`config.mk`:
```
export PLATFORM = sky130hd
export DESIGN_NAME = usb_pkt_decoder
export DESIGN_NICKNAME = d
export VERILOG_FILES = /design/src/rtl/usb_pkt_decoder.sv
export SDC_FILE = /design/constraint.sdc
export NUM_CORES = 1
export LEC_CHECK = 0
export CORE_MARGIN = 5
export CORE_UTILIZATION = 55
export CTS_BUF_LIST = sky130_fd_sc_hd__clkbuf_2 sky130_fd_sc_hd__clkbuf_4 sky130_fd_sc_hd__clkbuf_8
export CTS_CLUSTER_SIZE = 8
export DETAILED_ROUTE_END_ITERATION = 6
export PLACE_DENSITY = 0.78
export REMOVE_ABC_BUFFERS = 1
export SETUP_SLACK_MARGIN = 0.02
export SYNTH_ARGS = -nofsm -noshare
export SYNTH_HDL_FRONTEND = slang
export SYNTH_SLANG_ARGS = --single-unit
```
`constraint.sdc`:
```
create_clock -name clk_i -period 2.5 [get_ports clk_i]
set_clock_uncertainty 0.1 [all_clocks]
set_input_delay 0.625 -clock clk_i [delete_from_list [all_inputs] [get_ports clk_i]]
set_output_delay 0.625 -clock clk_i [all_outputs]
set_load 0.03 [all_outputs]
```
`src/rtl/usb_pkt_decoder.sv`:
```
// USB packet-layer decoder: PID check, CRC5/CRC16 validation, token field extraction and CRC-stripped payload.
// Optional macro USB_PKT_ERR_COUNT_EN adds err_count_o, a saturating count of packets ending with pkt_ok_o low.
module usb_pkt_decoder #(
  parameter int MAX_PAYLOAD = 1023
) (
  input  logic        clk_i,
  input  logic        rst_ni,
  input  logic [7:0]  rx_data_i,
  input  logic        rx_valid_i,
  input  logic        rx_active_i,
  input  logic        rx_error_i,
  output logic [3:0]  pid_o,
  output logic        pid_valid_o,
  output logic [6:0]  tok_addr_o,
  output logic [3:0]  tok_endp_o,
  output logic [10:0] tok_frame_o,
  output logic        tok_valid_o,
  output logic [7:0]  dout_o,
  output logic        dout_valid_o,
  output logic        pkt_end_o,
  output logic        pkt_ok_o
`ifdef USB_PKT_ERR_COUNT_EN
  ,
  output logic [7:0]  err_count_o
`endif
);

  localparam int CW = $clog2(MAX_PAYLOAD + 3);
  localparam logic [CW-1:0] DATA_LIMIT = CW'(MAX_PAYLOAD + 2);

  typedef enum logic [2:0] {
    S_IDLE  = 3'd0,
    S_PID   = 3'd1,
    S_TOKEN = 3'd2,
    S_DATA  = 3'd3,
    S_HSK   = 3'd4,
    S_DRAIN = 3'd5,
    S_END   = 3'd6
  } state_e;

  typedef enum logic [1:0] {
    CLS_TOKEN = 2'd0,
    CLS_DATA  = 2'd1,
    CLS_HSK   = 2'd2,
    CLS_BAD   = 2'd3
  } pid_cls_e;

  function automatic pid_cls_e pid_class(input logic [3:0] p);
    pid_cls_e cls;
    case (p)
      4'h1, 4'h9, 4'hD, 4'h4, 4'h5: cls = CLS_TOKEN;
      4'h3, 4'hB, 4'h7, 4'hF:       cls = CLS_DATA;
      4'h2, 4'hA, 4'hE, 4'h6:       cls = CLS_HSK;
      default:                      cls = CLS_BAD;
    endcase
    return cls;
  endfunction

  // Bytes arrive LSB first on the wire, so bit 0 is shifted in first.
  function automatic logic [4:0] crc5_byte(input logic [4:0] c_in, input logic [7:0] d);
    logic [4:0] c;
    logic       fb;
    c = c_in;
    for (int i = 0; i < 8; i++) begin
      fb = d[i] ^ c[4];
      c  = {c[3:0], 1'b0} ^ (fb ? 5'h05 : 5'h00);
    end
    return c;
  endfunction

  function automatic logic [15:0] crc16_byte(input logic [15:0] c_in, input logic [7:0] d);
    logic [15:0] c;
    logic        fb;
    c = c_in;
    for (int i = 0; i < 8; i++) begin
      fb = d[i] ^ c[15];
      c  = {c[14:0], 1'b0} ^ (fb ? 16'h8005 : 16'h0000);
    end
    return c;
  endfunction

  state_e        state_q, state_d;
  logic          armed_q, armed_d;
  logic [CW-1:0] cnt_q, cnt_d;
  logic [4:0]    crc5_q, crc5_d;
  logic [15:0]   crc16_q, crc16_d;
  logic [7:0]    tb1_q, tb1_d;
  logic [2:0]    tok_hi_q, tok_hi_d;
  logic [7:0]    hold0_q, hold0_d;
  logic [7:0]    hold1_q, hold1_d;
  logic [3:0]    pid_q, pid_d;
  logic          pid_valid_q, pid_valid_d;
  logic [6:0]    tok_addr_q, tok_addr_d;
  logic [3:0]    tok_endp_q, tok_endp_d;
  logic [10:0]   tok_frame_q, tok_frame_d;
  logic          tok_valid_q, tok_valid_d;
  logic [7:0]    dout_q, dout_d;
  logic          dout_valid_q, dout_valid_d;
  logic          pkt_end_q, pkt_end_d;
  logic          pkt_ok_q, pkt_ok_d;
  logic          ok_s;

  // Verdict the packet would get if it ended in the current cycle.
  always_comb begin
    ok_s = 1'b0;
    case (state_q)
      S_TOKEN: ok_s = (cnt_q == CW'(2)) && (crc5_q == 5'b01100);
      S_DATA:  ok_s = (cnt_q >= CW'(2)) && (crc16_q == 16'h800D);
      S_HSK:   ok_s = 1'b1;
      default: ok_s = 1'b0;
    endcase
  end

  // Next-state, datapath and output strobe logic.
  always_comb begin
    state_d      = state_q;
    armed_d      = armed_q;
    cnt_d        = cnt_q;
    crc5_d       = crc5_q;
    crc16_d      = crc16_q;
    tb1_d        = tb1_q;
    tok_hi_d     = tok_hi_q;
    hold0_d      = hold0_q;
    hold1_d      = hold1_q;
    pid_d        = pid_q;
    pid_valid_d  = 1'b0;
    tok_addr_d   = tok_addr_q;
    tok_endp_d   = tok_endp_q;
    tok_frame_d  = tok_frame_q;
    tok_valid_d  = 1'b0;
    dout_d       = dout_q;
    dout_valid_d = 1'b0;
    pkt_end_d    = 1'b0;
    pkt_ok_d     = 1'b0;

    // A packet may only start after rx_active has been seen low (e.g. not mid-packet after reset).
    if (!rx_active_i) begin
      armed_d = 1'b1;
    end else begin
      armed_d = armed_q;
    end

    case (state_q)
      S_IDLE: begin
        if (rx_active_i && armed_q) begin
          state_d = S_PID;
          armed_d = 1'b0;
          cnt_d   = {CW{1'b0}};
          crc5_d  = 5'h1F;
          crc16_d = 16'hFFFF;
        end else begin
          state_d = S_IDLE;
        end
      end
      S_PID, S_TOKEN, S_DATA, S_HSK, S_DRAIN: begin
        if (!rx_active_i) begin
          state_d   = S_END;
          pkt_end_d = 1'b1;
          pkt_ok_d  = ok_s && !rx_error_i;
          if ((state_q == S_TOKEN) && ok_s && !rx_error_i) begin
            tok_valid_d = 1'b1;
            tok_addr_d  = tb1_q[6:0];
            tok_endp_d  = {tok_hi_q, tb1_q[7]};
            tok_frame_d = {tok_hi_q, tb1_q};
          end else begin
            tok_valid_d = 1'b0;
          end
        end else if (rx_error_i) begin
          state_d = S_DRAIN;
        end else if (rx_valid_i) begin
          case (state_q)
            S_PID: begin
              if (rx_data_i[7:4] == ~rx_data_i[3:0]) begin
                pid_d       = rx_data_i[3:0];
                pid_valid_d = 1'b1;
                case (pid_class(rx_data_i[3:0]))
                  CLS_TOKEN: state_d = S_TOKEN;
                  CLS_DATA:  state_d = S_DATA;
                  CLS_HSK:   state_d = S_HSK;
                  default:   state_d = S_DRAIN;
                endcase
              end else begin
                state_d = S_DRAIN;
              end
            end
            S_TOKEN: begin
              if (cnt_q == CW'(2)) begin
                state_d = S_DRAIN;
              end else begin
                cnt_d  = cnt_q + CW'(1);
                crc5_d = crc5_byte(crc5_q, rx_data_i);
                if (cnt_q == {CW{1'b0}}) begin
                  tb1_d = rx_data_i;
                end else begin
                  tok_hi_d = rx_data_i[2:0];
                end
              end
            end
            S_DATA: begin
              if (cnt_q == DATA_LIMIT) begin
                state_d = S_DRAIN;
              end else begin
                cnt_d   = cnt_q + CW'(1);
                crc16_d = crc16_byte(crc16_q, rx_data_i);
                // Two-byte holding pipe: the last two bytes are the CRC and never leave it.
                if (cnt_q == {CW{1'b0}}) begin
                  hold0_d = rx_data_i;
                end else if (cnt_q == CW'(1)) begin
                  hold1_d = rx_data_i;
                end else begin
                  dout_d       = hold0_q;
                  dout_valid_d = 1'b1;
                  hold0_d      = hold1_q;
                  hold1_d      = rx_data_i;
                end
              end
            end
            S_HSK:   state_d = S_DRAIN;
            default: state_d = S_DRAIN;
          endcase
        end else begin
          state_d = state_q;
        end
      end
      S_END:   state_d = S_IDLE;
      default: state_d = S_IDLE;
    endcase
  end

  // State, datapath and registered outputs.
  always_ff @(posedge clk_i or negedge rst_ni) begin
    if (!rst_ni) begin
      state_q      <= S_IDLE;
      armed_q      <= 1'b0;
      cnt_q        <= {CW{1'b0}};
      crc5_q       <= 5'h1F;
      crc16_q      <= 16'hFFFF;
      tb1_q        <= 8'h00;
      tok_hi_q     <= 3'b000;
      hold0_q      <= 8'h00;
      hold1_q      <= 8'h00;
      pid_q        <= 4'h0;
      pid_valid_q  <= 1'b0;
      tok_addr_q   <= 7'h00;
      tok_endp_q   <= 4'h0;
      tok_frame_q  <= 11'h000;
      tok_valid_q  <= 1'b0;
      dout_q       <= 8'h00;
      dout_valid_q <= 1'b0;
      pkt_end_q    <= 1'b0;
      pkt_ok_q     <= 1'b0;
    end else begin
      state_q      <= state_d;
      armed_q      <= armed_d;
      cnt_q        <= cnt_d;
      crc5_q       <= crc5_d;
      crc16_q      <= crc16_d;
      tb1_q        <= tb1_d;
      tok_hi_q     <= tok_hi_d;
      hold0_q      <= hold0_d;
      hold1_q      <= hold1_d;
      pid_q        <= pid_d;
      pid_valid_q  <= pid_valid_d;
      tok_addr_q   <= tok_addr_d;
      tok_endp_q   <= tok_endp_d;
      tok_frame_q  <= tok_frame_d;
      tok_valid_q  <= tok_valid_d;
      dout_q       <= dout_d;
      dout_valid_q <= dout_valid_d;
      pkt_end_q    <= pkt_end_d;
      pkt_ok_q     <= pkt_ok_d;
    end
  end

  assign pid_o        = pid_q;
  assign pid_valid_o  = pid_valid_q;
  assign tok_addr_o   = tok_addr_q;
  assign tok_endp_o   = tok_endp_q;
  assign tok_frame_o  = tok_frame_q;
  assign tok_valid_o  = tok_valid_q;
  assign dout_o       = dout_q;
  assign dout_valid_o = dout_valid_q;
  assign pkt_end_o    = pkt_end_q;
  assign pkt_ok_o     = pkt_ok_q;

`ifdef USB_PKT_ERR_COUNT_EN
  logic [7:0] err_cnt_q;

  // Failed-packet counter, saturating at all-ones.
  always_ff @(posedge clk_i or negedge rst_ni) begin
    if (!rst_ni) begin
      err_cnt_q <= 8'h00;
    end else if (pkt_end_d && !pkt_ok_d && (err_cnt_q != 8'hFF)) begin
      err_cnt_q <= err_cnt_q + 8'h01;
    end else begin
      err_cnt_q <= err_cnt_q;
    end
  end

  assign err_count_o = err_cnt_q;
`endif

endmodule

```
==> run_results.csv, run 1 <==
group,metric,value,unit
finish,fin_util,0.7099,
timing,relSlewSlack,0.6592,
yosys,synthTopCellsByArea,"dfrtp_1, dfstp_2, mux2_1, xnor2_1, a21oi_1",
yosys,ys_ff_latch,91,
global_routing,grt_pass1_wl,17900,um
run,timing.max_cap.violations,0,
yosys,synth_ff_type,"dfrtp_1",
finish,layout-drive-gt1-share,0.2197,
yosys,synthCells,424,
clock_network,cts_hold_buf,0,
finish,area_delta_synth_final,24.08,%
clock_network,cts_max_path_buffers,2,
route,drcViolationCount,0,
yosys,synth_top_area_share,0.3689,
route,vias,3542,
timing,rsz0062_at_grt,"no",
clock_network,clk_pin_slew_worst_paths,0.09,ns
floorplan,coreArea,8299,um^2
clock_network,htree_num_levels,3,
place,hpwl,8021,um
clock_network,cts-buffers-inserted,9,
power_and_ir_drop,switchingPower,2.126,mW
floorplan,num_io_pins,52,
setup_path,critPathCaptureType,"flip-flop",
timing,finalWorstSetupSlack,0.1155,ns
route,drt_first_pass_iters,4,
power_and_ir_drop,combPwrFrac,0.426,
floorplan,die_x,102.9,um
setup_path,cp_max_fo,3,
power_and_ir_drop,p_seq_frac,0.386,
global_routing,grt_pass1_vias,3662,
finish,diodes,0,
setup_path,cp-start-kind,"input port",
global_routing,gr-usage-all-layers,0.2192,
place,gp_congestion,0.9115,
route,drt_iter0_drc,198,
timing,hold_violations,0,
yosys,ys_seq_area_frac,0.4851,
setup_path,cp.arrival,2.54,ns
global_routing,grt_max_degree,54,
clock_network,clkSinkCount,91,
clock_network,cts_tree,"done",
timing,worst_pin_slew,0.5111,ns
floorplan,chipHeight,102.9,um
yosys,async_reset_ff_frac,1.000,
finish,layout_commonest_cell,"dfrtp_1",
place,port_buffers,51,
finish,fillers,615,
floorplan,die_area,10590,um^2
clock_network,cts-root-buf,"clkbuf_8",
worst_hold_path,hp-class,"input port to asynchronous set/reset pin",
timing,drv_slew,0,
power_and_ir_drop,powerDensity,1003,nW/um^2
finish,nets,534,
route,viasPerCell,5.676,
timing,fmax,0.4194,GHz
yosys,yosys.area.top_type,"dfrtp_1",
yosys,yosysUniqueCellTypes,52,
setup_path,critPathKind,"input port to flip-flop",
place,dpl_worst_slack,-0.2372,ns
clock_network,clock_latency,0.36,ns
yosys,synth_edf_count,0,
timing,period_share,0.9538,
power_and_ir_drop,swShare,0.3598,
timing,setup_viol,0,
yosys,syn_area,4748,um^2
power_and_ir_drop,power_leakage,2.639,nW
run_status,status,"complete, no violations",
power_and_ir_drop,ir_drop,0.7473,mV
finish,final_cell_mix,"dfrtp_1, buf_4, clkdlybuf4s50_1, mux2_1, xnor2_1",
yosys,avgSynthCellArea,11.20,um^2
global_routing,antenna_found_initial,0,
setup_path,reg2regPathDepth,7,
floorplan,floorplan.rows,33,
yosys,ys.warnings.count,0,
setup_path,crit_required,2.65,ns
timing,finalCriticalPeriod,2.384,ns
route,routed_wl,10720,um
power_and_ir_drop,p_int,3.784,mW
power_and_ir_drop,pwr-share-clk,0.187,
route,post_drt_wl_per_cell,17.17,um
global_routing,grt-ovfl-total,0,
floorplan,start_util,0.5721,
route,drtAntennaViolNets,0,
## power by group through the flow
| stage | combinational [mW] | sequential [mW] | clock (mW) |
|---|---|---|---|
| finish | 2.52 | 2.28 | 1.11 |
| global route | 2.73 | 2.33 | 1.20 |
| CTS | 2.49 | 2.28 | 1.13 |
| detailed placement | 2.46 | 2.30 | 0 |
| global placement | 2.38 | 2.27 | 0 |
| floorplan | 1.68 | 2.26 | 0 |
## metrics by stage
stage          power (mW)  TNS (ns)  instance area (um^2)  cells  hold slack [ns]
5_1_grt             6.255         0                  5892    624           0.1368
6_report            5.910         0                  5892    624           0.1147
2_1_floorplan       3.934         0                  4558    395           0.2294
3_3_place_gp        4.648    -3.369                  5648    606           0.3594
4_1_cts             5.897         0                  5869    622           0.1346
3_5_place_dp        4.757    -4.320                  5648    606           0.3742
## cell type report
type                       count  area (um^2)  share of cell area
clock buffer                  10        131.4             0.02230
clock inverter                 6        90.09             0.01529
inverter                      10        37.54            0.006371
multi-input combinational    294         2225              0.3776
sequential                    91         2303              0.3910
tap                          105        131.4             0.02230
timing repair buffer         108        973.4              0.1652
## metal layers
| layer | up-vias | part of all wire | global-route usage |
|---|---|---|---|
| li1 | 1658 | - | - |
| met1 | 1746 | 0.42 | 0.2758 |
| met2 | 117 | 0.50 | 0.3730 |
| met3 | 21 | 0.052 | 0.04871 |
| met4 | 0 | 0.027 | 0.07669 |
| met5 | - | 0 | 0 |
## worst paths after layout
| kind | startpoint | to | slack [ns] |
|---|---|---|---|
| setup / recovery | rx_data_i[2] | state_q[0] | 0.12 |
| hold / removal | rst_ni | tok_frame_o[6] | 0.11 |
| setup reg to reg | cnt_q[1] | cnt_q[0] | 0.13 |
| hold reg to reg | hold0_q[7] | dout_o[7] | 0.38 |
| max in group asynchronous | rst_ni | crc5_q[3] | 1.49 |
| min in group clk_i | hold0_q[7] | dout_o[7] | 0.38 |
## cells in the mapped netlist (6+ instances only)
| library cell | n |
|---|---|
| o21ai_1 | 13 |
| nand2_1 | 29 |
| dfrtp_1 | 70 |
| buf_2 | 8 |
| or3_1 | 6 |
| xnor2_1 | 31 |
| mux2_1 | 32 |
| buf_4 | 13 |
| mux2_4 | 6 |
| a21oi_1 | 25 |
| o22a_1 | 9 |
| nand3_1 | 7 |
| nor2_1 | 27 |
| ha_1 | 7 |
| mux2i_1 | 9 |
| o21ai_0 | 14 |
| xor2_1 | 9 |
| nand2b_1 | 9 |
| dfstp_2 | 21 |
| inv_1 | 10 |
## flip-flops by register name (all words and copies together) (netlist names)
name,count
crc16_q,16
cnt_q,11
dout_o,8
hold0_q,8
hold1_q,8
tb1_q,8
tok_addr_o,6
crc5_q,5
pid_o,4
tok_endp_o,4
state_q,3
tok_hi_q,3
armed_q,1
dout_valid_o,1
pid_valid_o,1
pkt_end_o,1
pkt_ok_o,1
tok_frame_o,1
tok_valid_o,1
## logic make-up (layout without fill, tap and decap cells)
logic type	after synthesis	after routing	synth area share
simple gates	113	113	0.1304
mux	47	47	0.1138
buf+inv	39	134	0.04796
compound gates	83	83	0.1128
fa+ha+maj	7	7	0.01844
xor+xnor	44	44	0.09144
flops	91	91	0.4851
## critical path: stages
cell and delay, ns:
clkdlybuf4s50_1 0.50, xnor2_1 0.16, or4_1 0.46, or4_1 0.51, a31oi_1 0.19, mux2i_1 0.09
## timing repair
item / CTS / global route
endpoints found under the setup margin: 0 / 14
setup buffers: 0 / 2
gates resized for setup: 0 / 2
Power figures use the tool's default switching activity.
==> inputs of run 2 (changes only) <==
CORE_ASPECT_RATIO = 2   (was default)
CTS_CLUSTER_SIZE = default   (was 8)
==> run 2 against run 1 <==
  * Fmax down 1.3%
  * Sequential share of layout area is 0.53 points higher
  * Die area grew 1.1%
  * Power shrank 3.4%
  * Largest cell class unchanged
==> run_results.csv, run 2 (same netlist as run 1, synthesis figures left out) <==
group,metric,value,unit
run_status,status,"complete, no violations",
setup_path,reg2regPathDepth,6,
route,post_drt_wl_per_cell,17.77,um
global_routing,grt_pass1_wl,17730,um
setup_path,r2r-end,"cnt_q[0]",
clock_network,clk_pin_slew_worst_paths,0.08,ns
place,port_buffers,51,
finish,top_regs,"crc16_q x16, cnt_q x11",
route,routed-wl-met3,325,um
setup_path,crit_family,"XOR/XNOR gates",
finish,layout-drive-gt1-share,0.2136,
timing,finalCriticalPeriod,2.417,ns
floorplan,die_x,75.70,um
setup_path,reg2reg_slack,0.16,ns
timing,worst_pin_slew,0.5429,ns
timing,period_share,0.9666,
setup_path,worstSetupPathDepth,6,
route,wl_met2,6123,um
route,vias,3445,
finish,diodes,0,
timing,holdWs,0.1114,ns
setup_path,critPathKind,"input port to flip-flop",
place,gp_congestion,0.9196,
timing,setup_viol,0,
finish,post-route-cell-area,5813,um^2
finish,layout_commonest_cell,"dfrtp_1",
place,hpwl,8403,um
route,viasPerCell,5.602,
floorplan,coreArea,8528,um^2
route,drt_iter0_drc,171,
finish,nets,530,
global_routing,gr-usage-all-layers,0.2208,
finish,area_delta_synth_final,22.42,%
clock_network,cts-root-buf,"clkbuf_8",
power_and_ir_drop,power_leakage,2.614,nW
setup_path,cp.arrival,2.61,ns
finish,final_cell_mix,"dfrtp_1, buf_4, clkdlybuf4s50_1, mux2_1, xnor2_1",
clock_network,cts-buffers-inserted,9,
setup_path,slowest_delay,0.58,ns
global_routing,antenna_found_initial,0,
clock_network,cts_hold_buf,0,
route,routed_wl,10930,um
setup_path,cp_common_cell,"xnor3_1",
route,drcViolationCount,0,
floorplan,start_util,0.5568,
setup_path,worstReg2RegStart,"cnt_q[0]",
setup_path,cp-start-kind,"input port",
place,place_area,5614,um^2
setup_path,crit_path_cell_trace,"clkdlybuf4s50_1 > xnor2_2 > xnor2_1 > xnor3_1 > xnor3_1 > a21oi_1",
power_and_ir_drop,powerDensity,982.4,nW/um^2
global_routing,grt_max_degree,56,
setup_path,crit_buf_inv,1,
setup_path,critPathCaptureType,"flip-flop",
route,drt_first_pass_iters,4,
global_routing,grt_pass1_vias,3699,
route,drt-met1-wl,3882,um
setup_path,crit_path_top_delay_cell,"clkdlybuf4s50_1",
run,timing.max_cap.violations,0,
clock_network,cts_tree,"done",
floorplan,die_area,10700,um^2
global_routing,grt-ovfl-total,0,
clock_network,htree_num_levels,3,
timing,fmax,0.4138,GHz
timing,hold_violations,0,
floorplan,chipHeight,141.4,um
clock_network,cts_max_path_buffers,2,
worst_hold_path,hp-class,"input port to asynchronous set/reset pin",
route,drtAntennaViolNets,0,
finish,regMostFlops,"crc16_q",
route,top_layer,"met4",
setup_path,crit_required,2.69,ns
clock_network,clkSinkCount,91,
clock_network,clock_latency,0.37,ns
setup_path,cp_max_fo,4,
power_and_ir_drop,ir_drop,0.6802,mV
timing,drv_slew,0,
floorplan,num_io_pins,52,
finish,largest_register_ffs,16,
timing,relSlewSlack,0.6380,
floorplan,floorplan.rows,48,
[run 2: cell count changes in the layout (fill, tap and decap cells not counted), sizes merged]
cell           change
clkdlybuf4s50      -1
clkinvlp           +1
buf                -4
clkbuf             +1
dlymetal6s2s       +1
bufinv             -2
[run 2: power by group]
part	internal (mW)	switching, mW
combinational	1.26	1.23
clock	0.403	0.523
sequential	1.94	0.361
total	3.60	2.11
[run 2: worst max path at each step]
stage	from	slack (ns)	endpoint
after detailed placement	rx_data_i[3]	-0.30	crc16_q[15]
after global placement	rx_data_i[6]	-0.24	pid_o[0]
after floorplan	cnt_q[0]	0.006	tb1_q[2]
after CTS	rx_data_i[3]	0.08	crc16_q[15]
final	rx_data_i[3]	0.08	crc16_q[15]
after global routing	crc16_q[0]	-0.005	tok_endp_o[2]
[run 2: repair_timing]
action                                  CTS  global route
buffers inserted                          0             0
gates resized for setup                   0             3
endpoints found under the setup margin    0            13
hold endpoints to repair                  0             0
[run 2: layer usage]
layer  global-route usage  vias to the layer above
met2               0.3862                       73
li1                     -                     1647
met3              0.03830                       34
met4               0.1382                        0
met1               0.2327                     1691
met5                    0                        -
[run 2: area by class of cell]
cell class	count	area (um^2)
fill	666	2715
sequential	91	2303
multi-input combinational	294	2231
timing repair buffer	104	933.4
clock buffer	11	145.1
tap	100	125.1
clock inverter	5	37.54
inverter	10	37.54
[run 2: metrics by stage]
step	utilization	instances	setup TNS, ns	total power, mW	setup slack [ns]
floorplan	-	395	0	3.934	0.006451
global placement	0.6583	599	-3.066	4.673	-0.2354
detailed placement	0.6583	599	-4.458	4.773	-0.2978
CTS	0.6797	615	0	5.721	0.07754
global route	0.6816	615	-0.01426	6.066	-0.005019
finish	0.6816	615	0	5.711	0.08346
[run 2: worst reg2reg max path, cell delays in order (launching register included)]
cell      delay (ns)
dfrtp_1         0.41
ha_1            0.27
and2_1          0.19
a31o_2          0.28
a211o_1         0.43
o21bai_1        0.23
mux2_1          0.31
